`config.mk`:
```
export PLATFORM = sky130hd
export DESIGN_NAME = resp_line_parser_flat
export DESIGN_NICKNAME = d
export VERILOG_FILES = /design/src/rtl/resp_line_parser_pkg.sv /design/src/rtl/resp_line_parser_if.sv /design/src/rtl/resp_line_parser.sv /design/src/flat_wrapper.sv
export SDC_FILE = /design/constraint.sdc
export NUM_CORES = 1
export LEC_CHECK = 0
export ABC_AREA = 0
export CAP_MARGIN = 20
export CORE_UTILIZATION = 55
export DETAILED_ROUTE_END_ITERATION = 6
export PLACE_DENSITY = 0.75
export SLEW_MARGIN = 0
export SYNTH_ARGS = -nofsm -noshare
export SYNTH_HDL_FRONTEND = slang
export SYNTH_SLANG_ARGS = --single-unit
```
`constraint.sdc`:
```
create_clock -name clk -period 6.6 [get_ports clk]
set_input_delay 1.32 -clock clk [delete_from_list [all_inputs] [get_ports clk]]
set_output_delay 1.32 -clock clk [all_outputs]
set_load 0.1 [all_outputs]
```
`src/rtl/resp_line_parser_pkg.sv`:
```
// resp_parser_pkg: shared definitions for the response line parser.
//   - parser state enum (TERM_LF exists only when RESP_CRLF_EN is defined)
//   - error cause codes carried on err_code
//   - ASCII constants for the "RESP:" header and line terminators
//   - ascii_hex_to_nibble: {valid, nibble} decode of one ASCII hex character
//   - hdr_char: expected header byte at a given header index
package resp_parser_pkg;

  typedef enum logic [2:0] {
    ST_IDLE,
    ST_HDR,
    ST_HEX,
`ifdef RESP_CRLF_EN
    ST_TERM,
    ST_TERM_LF
`else
    ST_TERM
`endif
  } state_t;

  localparam logic [1:0] ERR_NONE    = 2'd0;
  localparam logic [1:0] ERR_BAD_HEX = 2'd1;
  localparam logic [1:0] ERR_BAD_LEN = 2'd2;
  localparam logic [1:0] ERR_TIMEOUT = 2'd3;

  localparam logic [7:0] ASC_R     = 8'h52;
  localparam logic [7:0] ASC_E     = 8'h45;
  localparam logic [7:0] ASC_S     = 8'h53;
  localparam logic [7:0] ASC_P     = 8'h50;
  localparam logic [7:0] ASC_COLON = 8'h3A;
  localparam logic [7:0] ASC_LF    = 8'h0A;
  localparam logic [7:0] ASC_CR    = 8'h0D;

  // Bit 4 is the valid flag; bits 3:0 the nibble (0 when invalid).
  function automatic logic [4:0] ascii_hex_to_nibble(input logic [7:0] c);
    logic [4:0] r;
    r = 5'd0;
    if (c >= 8'h30 && c <= 8'h39) begin
      r = {1'b1, c[3:0]};
    end else if ((c >= 8'h41 && c <= 8'h46) || (c >= 8'h61 && c <= 8'h66)) begin
      // 'A'/'a' have low nibble 1, so +9 lands on 10.
      r = {1'b1, c[3:0] + 4'd9};
    end
    return r;
  endfunction

  function automatic logic [7:0] hdr_char(input logic [2:0] idx);
    logic [7:0] c;
    case (idx)
      3'd0:    c = ASC_R;
      3'd1:    c = ASC_E;
      3'd2:    c = ASC_S;
      3'd3:    c = ASC_P;
      default: c = ASC_COLON;
    endcase
    return c;
  endfunction

endpackage

```
`src/rtl/resp_line_parser_if.sv`:
```
// resp_line_parser_if: byte-in / word-out bundle of the response line parser.
//   flush, rx_data, rx_valid          : byte stream and abort, driven by master
//   resp_value, resp_valid            : parsed word and its update strobe
//   resp_error, err_code              : abort strobe and its cause
//   busy                              : parser is inside a line
// Modports: master = byte source / result consumer, slave = parser.
interface resp_line_parser_if #(
  parameter int HEX_DIGITS = 32
);
  logic                    flush;
  logic [7:0]              rx_data;
  logic                    rx_valid;
  logic [4*HEX_DIGITS-1:0] resp_value;
  logic                    resp_valid;
  logic                    resp_error;
  logic [1:0]              err_code;
  logic                    busy;

  modport master (
    output flush, rx_data, rx_valid,
    input  resp_value, resp_valid, resp_error, err_code, busy
  );

  modport slave (
    input  flush, rx_data, rx_valid,
    output resp_value, resp_valid, resp_error, err_code, busy
  );
endinterface

```
`src/rtl/resp_line_parser.sv`:
```
// resp_line_parser: recognises "RESP:" + HEX_DIGITS hex chars + LF in a UART
// byte stream and emits the packed word (first digit in the MSBs) with a
// one-cycle resp_valid, or a one-cycle resp_error with a cause on err_code.
// Ports:
//   clk    : system clock
//   rst_n  : asynchronous active-low reset
//   bus    : resp_line_parser_if.slave (flush, rx_data/rx_valid in;
//            resp_value, resp_valid, resp_error, err_code, busy out)
// Build option: RESP_CRLF_EN accepts an optional CR right before the LF.
//
// state   | meaning
// IDLE    | waiting for 'R'
// HDR     | matching "RESP:" at hdr_idx
// HEX     | shifting in hex digits, dig_cnt counts them
// TERM    | all digits seen, waiting for LF (or CR with RESP_CRLF_EN)
// TERM_LF | CR seen, waiting for LF (RESP_CRLF_EN only)
module resp_line_parser
  import resp_parser_pkg::*;
#(
  parameter int HEX_DIGITS     = 32,
  parameter int TIMEOUT_CYCLES = 12_000_000
) (
  input logic               clk,
  input logic               rst_n,
  resp_line_parser_if.slave bus
);

  localparam int W   = 4 * HEX_DIGITS;
  localparam int DCW = $clog2(HEX_DIGITS + 1);
  localparam int TCW = $clog2(TIMEOUT_CYCLES);

  localparam logic [DCW-1:0] DIG_LAST = DCW'(HEX_DIGITS - 1);
  localparam logic [TCW-1:0] TMO_LAST = TCW'(TIMEOUT_CYCLES - 1);

  state_t           state;
  logic [2:0]       hdr_idx;
  logic [DCW-1:0]   dig_cnt;
  logic [TCW-1:0]   tmo_cnt;
  logic [W-1:0]     shreg;
  logic [W-1:0]     resp_value_q;
  logic             resp_valid_q;
  logic             resp_error_q;
  logic [1:0]       err_code_q;

  logic [4:0]       hex_dec;
  logic             hdr_match;
  logic             is_lf;
  logic             is_cr;

  assign hex_dec   = ascii_hex_to_nibble(bus.rx_data);
  assign hdr_match = (bus.rx_data == hdr_char(hdr_idx));
  assign is_lf     = (bus.rx_data == ASC_LF);
  assign is_cr     = (bus.rx_data == ASC_CR);

  always_ff @(posedge clk or negedge rst_n) begin
    if (!rst_n) begin
      state        <= ST_IDLE;
      hdr_idx      <= 3'd0;
      dig_cnt      <= '0;
      tmo_cnt      <= '0;
      shreg        <= '0;
      resp_value_q <= '0;
      resp_valid_q <= 1'b0;
      resp_error_q <= 1'b0;
      err_code_q   <= ERR_NONE;
    end else begin
      resp_valid_q <= 1'b0;
      resp_error_q <= 1'b0;
      err_code_q   <= ERR_NONE;

      if (state != ST_IDLE && bus.flush) begin
        // Flush beats a byte arriving in the same cycle; nothing is reported.
        state   <= ST_IDLE;
        hdr_idx <= 3'd0;
        dig_cnt <= '0;
        tmo_cnt <= '0;
      end else if (bus.rx_valid) begin
        // A byte always restarts the gap timer, even on the expiry cycle.
        tmo_cnt <= '0;
        case (state)
          ST_IDLE: begin
            if (bus.rx_data == ASC_R) begin
              state   <= ST_HDR;
              hdr_idx <= 3'd1;
            end
          end

          ST_HDR: begin
            if (hdr_match) begin
              if (hdr_idx == 3'd4) begin
                state   <= ST_HEX;
                hdr_idx <= 3'd0;
                dig_cnt <= '0;
              end else begin
                hdr_idx <= hdr_idx + 3'd1;
              end
            end else if (bus.rx_data == ASC_R) begin
              hdr_idx <= 3'd1;
            end else begin
              state   <= ST_IDLE;
              hdr_idx <= 3'd0;
            end
          end

          ST_HEX: begin
            if (hex_dec[4]) begin
              shreg   <= {shreg[W-5:0], hex_dec[3:0]};
              dig_cnt <= dig_cnt + DCW'(1);
              if (dig_cnt == DIG_LAST) begin
                state <= ST_TERM;
              end
`ifdef RESP_CRLF_EN
            end else if (is_lf || is_cr) begin
`else
            end else if (is_lf) begin
`endif
              resp_error_q <= 1'b1;
              err_code_q   <= ERR_BAD_LEN;
              state        <= ST_IDLE;
              dig_cnt      <= '0;
            end else begin
              resp_error_q <= 1'b1;
              err_code_q   <= ERR_BAD_HEX;
              state        <= ST_IDLE;
              dig_cnt      <= '0;
            end
          end

          ST_TERM: begin
            if (is_lf) begin
              resp_value_q <= shreg;
              resp_valid_q <= 1'b1;
              state        <= ST_IDLE;
              dig_cnt      <= '0;
`ifdef RESP_CRLF_EN
            end else if (is_cr) begin
              state <= ST_TERM_LF;
`endif
            end else begin
              resp_error_q <= 1'b1;
              err_code_q   <= ERR_BAD_LEN;
              state        <= ST_IDLE;
              dig_cnt      <= '0;
            end
          end

`ifdef RESP_CRLF_EN
          ST_TERM_LF: begin
            if (is_lf) begin
              resp_value_q <= shreg;
              resp_valid_q <= 1'b1;
            end else begin
              resp_error_q <= 1'b1;
              err_code_q   <= ERR_BAD_LEN;
            end
            state   <= ST_IDLE;
            dig_cnt <= '0;
          end
`endif

          default: begin
            state   <= ST_IDLE;
            hdr_idx <= 3'd0;
            dig_cnt <= '0;
          end
        endcase
      end else if (state != ST_IDLE) begin
        if (tmo_cnt == TMO_LAST) begin
          resp_error_q <= 1'b1;
          err_code_q   <= ERR_TIMEOUT;
          state        <= ST_IDLE;
          hdr_idx      <= 3'd0;
          dig_cnt      <= '0;
          tmo_cnt      <= '0;
        end else begin
          tmo_cnt <= tmo_cnt + TCW'(1);
        end
      end
    end
  end

  assign bus.resp_value = resp_value_q;
  assign bus.resp_valid = resp_valid_q;
  assign bus.resp_error = resp_error_q;
  assign bus.err_code   = err_code_q;
  assign bus.busy       = (state != ST_IDLE);

endmodule

```
`src/flat_wrapper.sv`:
```
// flat-port wrapper written by rule: the top's interface ports become plain ports
module resp_line_parser_flat import resp_parser_pkg::*;
#(
  parameter int HEX_DIGITS     = 32,
  parameter int TIMEOUT_CYCLES = 12_000_000
)
  (clk, rst_n, bus_flush, bus_rx_data, bus_rx_valid, bus_resp_value, bus_resp_valid, bus_resp_error, bus_err_code, bus_busy);
  resp_line_parser_if #(.HEX_DIGITS(HEX_DIGITS)) bus_i ();
  input logic clk;
  input logic rst_n;
  input wire logic [$bits(bus_i.flush)-1:0] bus_flush;
  input wire logic [$bits(bus_i.rx_data)-1:0] bus_rx_data;
  input wire logic [$bits(bus_i.rx_valid)-1:0] bus_rx_valid;
  output wire logic [$bits(bus_i.resp_value)-1:0] bus_resp_value;
  output wire logic [$bits(bus_i.resp_valid)-1:0] bus_resp_valid;
  output wire logic [$bits(bus_i.resp_error)-1:0] bus_resp_error;
  output wire logic [$bits(bus_i.err_code)-1:0] bus_err_code;
  output wire logic [$bits(bus_i.busy)-1:0] bus_busy;
  assign bus_i.flush = bus_flush;
  assign bus_i.rx_data = bus_rx_data;
  assign bus_i.rx_valid = bus_rx_valid;
  assign bus_resp_value = bus_i.resp_value;
  assign bus_resp_valid = bus_i.resp_valid;
  assign bus_resp_error = bus_i.resp_error;
  assign bus_err_code = bus_i.err_code;
  assign bus_busy = bus_i.busy;
  resp_line_parser #(.HEX_DIGITS(HEX_DIGITS), .TIMEOUT_CYCLES(TIMEOUT_CYCLES)) u_core (.clk(clk), .rst_n(rst_n), .bus(bus_i));
endmodule
```
==> flow_metrics.env <==
export IMPL_path_delay_family="simple AND/OR/NAND/NOR gates"
export IMPL_via_count=9173
export IMPL_numPortBuffers=144
export IMPL_holdWs_ps=473
export IMPL_relSlewSlack=0.277
export IMPL_area_delta_synth_final_pct=21.5
export IMPL_rsz0062_at_grt="no"
export IMPL_die_width_um=150
export IMPL_synth_top_family_by_area="simple AND/OR/NAND/NOR gates"
export IMPL_post_route_period_util=0.641
export IMPL_diodes=0
export IMPL_setup_viol=0
export IMPL_cts_hold_fix_buffers=0
export IMPL_p_leak_nw=7.72
export IMPL_ir_worst_vdd_mv=0.186
export IMPL_fp_coreArea_um2=21200
export IMPL_power_mw=3.74
export IMPL_htree_levels=1
export IMPL_clockBufferDepth=3
export IMPL_critical_path_max_stage_delay_ps=790
export IMPL_grt_pass1_wl_um=43500
export IMPL_clk_root_buffer_cell="clkbuf_16"
export IMPL_yosysUniqueCellTypes=54
export IMPL_setup_tns_ps=0
export IMPL_drt_pass1_iterations=5
export IMPL_wire_per_inst_um=14.6
export IMPL_tightest_slew_ps=1080
export IMPL_layoutNonFillerInstCount=1764
export IMPL_cp_max_fo=98
export IMPL_synth_compound_area_frac=0.0372
export IMPL_post_route_util=0.688
export IMPL_antenna_found_initial=0
export IMPL_maxCapViolations=0
export IMPL_cts_made_buffers=29
export IMPL_synthMuxAreaShare=0.00355
export IMPL_nets=1493
export IMPL_start_util=0.566
export IMPL_cp_start_kind="input pin"
export IMPL_syn_area_um2=12000
export IMPL_cts_tree="done"
export IMPL_fin_ws_ps=2370
export IMPL_synthesis_nets=1373
export IMPL_grt_use_total=0.240
export IMPL_yosysWarnings=0
export IMPL_globalplace_congestion=0.808
export IMPL_final_cell_mix="782 x nand2_1, 295 x dfrtp_1, 143 x clkdlybuf4s50_1"
export IMPL_synth_edf_count=0
export IMPL_gr_total_overflow=0
export IMPL_final_common_cell="nand2_1"
export IMPL_critical_path_endpoint_type="flip-flop"
export IMPL_fmax_mhz=236
export IMPL_syn_instance_count=1350
export IMPL_design_portCount=145
export IMPL_drtAntennaViolNets=0
export IMPL_crit_chain="clkdlybuf4s50_1 > inv_1 > ha_1 > or3b_2 > nand4b_1 > nand2_1 > nand2_4 > buf_4 > nand2_1 > nand2_1"
export IMPL_hold_class="reg2reg"
export IMPL_synth_top_cell_area_share=0.616
export IMPL_cts_setup_buffers=0
export IMPL_grt_pass1_vias=8925
export IMPL_criticalPathCategory="in2reg"
export IMPL_synth_area_leaders="dfrtp_1 62%, nand2_1 25%, clkbuf_1 1.3%"
export IMPL_clk_latency_ps=550
export IMPL_synth_async_reset_ratio=1.00
export IMPL_arrival_ps=4710
export IMPL_synth_simple_gate_area_share=0.289
export IMPL_die_area_um2=22400
export IMPL_crit_slowest_cell="nand2_4"
export IMPL_dp_slack_ps=1890
export IMPL_finalCriticalPeriod_ps=4230
export IMPL_hpwl_um=15700
export IMPL_rows=53
export IMPL_grt_max_degree=171
export IMPL_outcome="complete, no violations"
export IMPL_postCtsResizedCells=0
export IMPL_dpl_cell_area_um2=13600
export IMPL_die_h_um=150
export IMPL_design_area_um2=14600
export IMPL_worstPathRequired_ps=7080
export IMPL_slew_viol_final=0
export IMPL_synth_top_area_cell="dfrtp_1"
export IMPL_synth_xor_area_frac=0.0168
export IMPL_crit_path_frequent_cell="nand2_1"
export IMPL_drtIter0Drc=575
export IMPL_synth_avg_cell_area_um2=8.87
export IMPL_drive_gt1_frac=0.0457
export IMPL_cp_buffers_inverters=3
export IMPL_route_detailed_drc=0
export IMPL_placed_cells=1713
export IMPL_drt_total_wl_um=25700
export IMPL_viasPerCell=5.20
export IMPL_clk_pin_slew_ps=60
export IMPL_synth_main_ff_cell="dfrtp_1"
export IMPL_synth_fa_ha_area_frac=0.0115
export IMPL_skew_ps=13.0
export IMPL_finalHoldViolCount=0
export IMPL_numClockSinks=295
export IMPL_ys_seq_area_frac=0.616
export IMPL_power_density_nw_per_um2=257
export IMPL_ys_ff_latch=295
[metal layers]
| layer | track usage | up-vias | routed length (um) |
|---|---|---|---|
| met5 | 0 | - | 0 |
| met4 | 0.0612 | 0 | 404 |
| met3 | 0.0271 | 35 | 1030 |
| met2 | 0.393 | 193 | 12400 |
| met1 | 0.344 | 4479 | 11900 |
| li1 | - | 4466 | - |
[flip-flops by register name (all words and copies together), names as in the netlist]
name and cells:
u_core.bus.resp_value 128, u_core.shreg 128, u_core.bus.resp_valid 1, u_core.tmo_cnt 24
u_core.bus.err_code 2, u_core.bus.resp_error 1, u_core.hdr_idx 3, u_core.dig_cnt 6
u_core.state 2
[Yosys cell counts (2+ instances only)]
| library cell | number |
|---|---|
| nor3b_1 | 3 |
| dfrtp_1 | 295 |
| a41oi_1 | 2 |
| or3b_2 | 2 |
| clkbuf_1 | 43 |
| xnor2_1 | 5 |
| ha_1 | 11 |
| and3_1 | 4 |
| nand3b_1 | 2 |
| or3_1 | 2 |
| mux2_2 | 2 |
| o21ai_0 | 9 |
| nand3_1 | 14 |
| or3_4 | 2 |
| o31ai_1 | 2 |
| o22ai_1 | 2 |
| o21bai_1 | 2 |
| xor2_1 | 18 |
| mux2i_1 | 2 |
| buf_1 | 6 |
| buf_2 | 15 |
| a32o_1 | 2 |
| o211ai_1 | 2 |
| a221o_1 | 3 |
| a21oi_1 | 22 |
| nor4_1 | 3 |
| and4_1 | 3 |
| a211o_1 | 2 |
| inv_1 | 12 |
| nand2_1 | 783 |
| o2111a_1 | 2 |
| a211oi_1 | 2 |
| nor4b_1 | 2 |
| nor3_1 | 7 |
| nor2_1 | 36 |
| nand4_1 | 8 |
[final cells by class]
type | count | area, um2
Sequential cell | 295 | 7380
Inverter | 12 | 47.5
Fill cell | 1649 | 6600
Tap cell | 275 | 344
Clock inverter | 7 | 66.3
Multi-Input combinational cell | 979 | 4310
Clock buffer | 43 | 858
Timing Repair Buffer | 153 | 1540
[cell families after synthesis]
kind of cell / count (synthesis)
compound gates: 63
xor+xnor: 23
fa+ha+maj: 11
buf+inv: 76
flops: 295
mux: 4
simple gates: 878
[tightest hold or removal path, delay by kind of cell (launching register included)]
family | cells | cell delay, ps
flops | 1 | 340
simple gates | 2 | 100
[report_power, final]
part	switching [mW]	total [mW]	internal (mW)
Sequential	0.0329	1.87	1.84
Combinational	0.199	0.270	0.0712
Clock	0.665	1.60	0.931
[path summary, 6_finish.rpt]
| check | from | cells past startpoint | slack, ps | end |
|---|---|---|---|---|
| worst max-delay path | bus_rx_data[1] | 10 | 2370 | u_core.shreg[102] |
| worst min-delay path | u_core.shreg[125] | 2 | 470 | u_core.bus.resp_value[125] |
| worst max register to register | u_core.hdr_idx[0] | 8 | 3650 | u_core.hdr_idx[0] |
| worst min register to register | u_core.shreg[125] | 2 | 470 | u_core.bus.resp_value[125] |
| max in group asynchronous | rst_n | 2 | 4320 | u_core.bus.err_code[1] |
| min in group asynchronous | rst_n | 1 | 860 | u_core.shreg[110] |
Note: power is estimated with default switching activity, not from simulation.
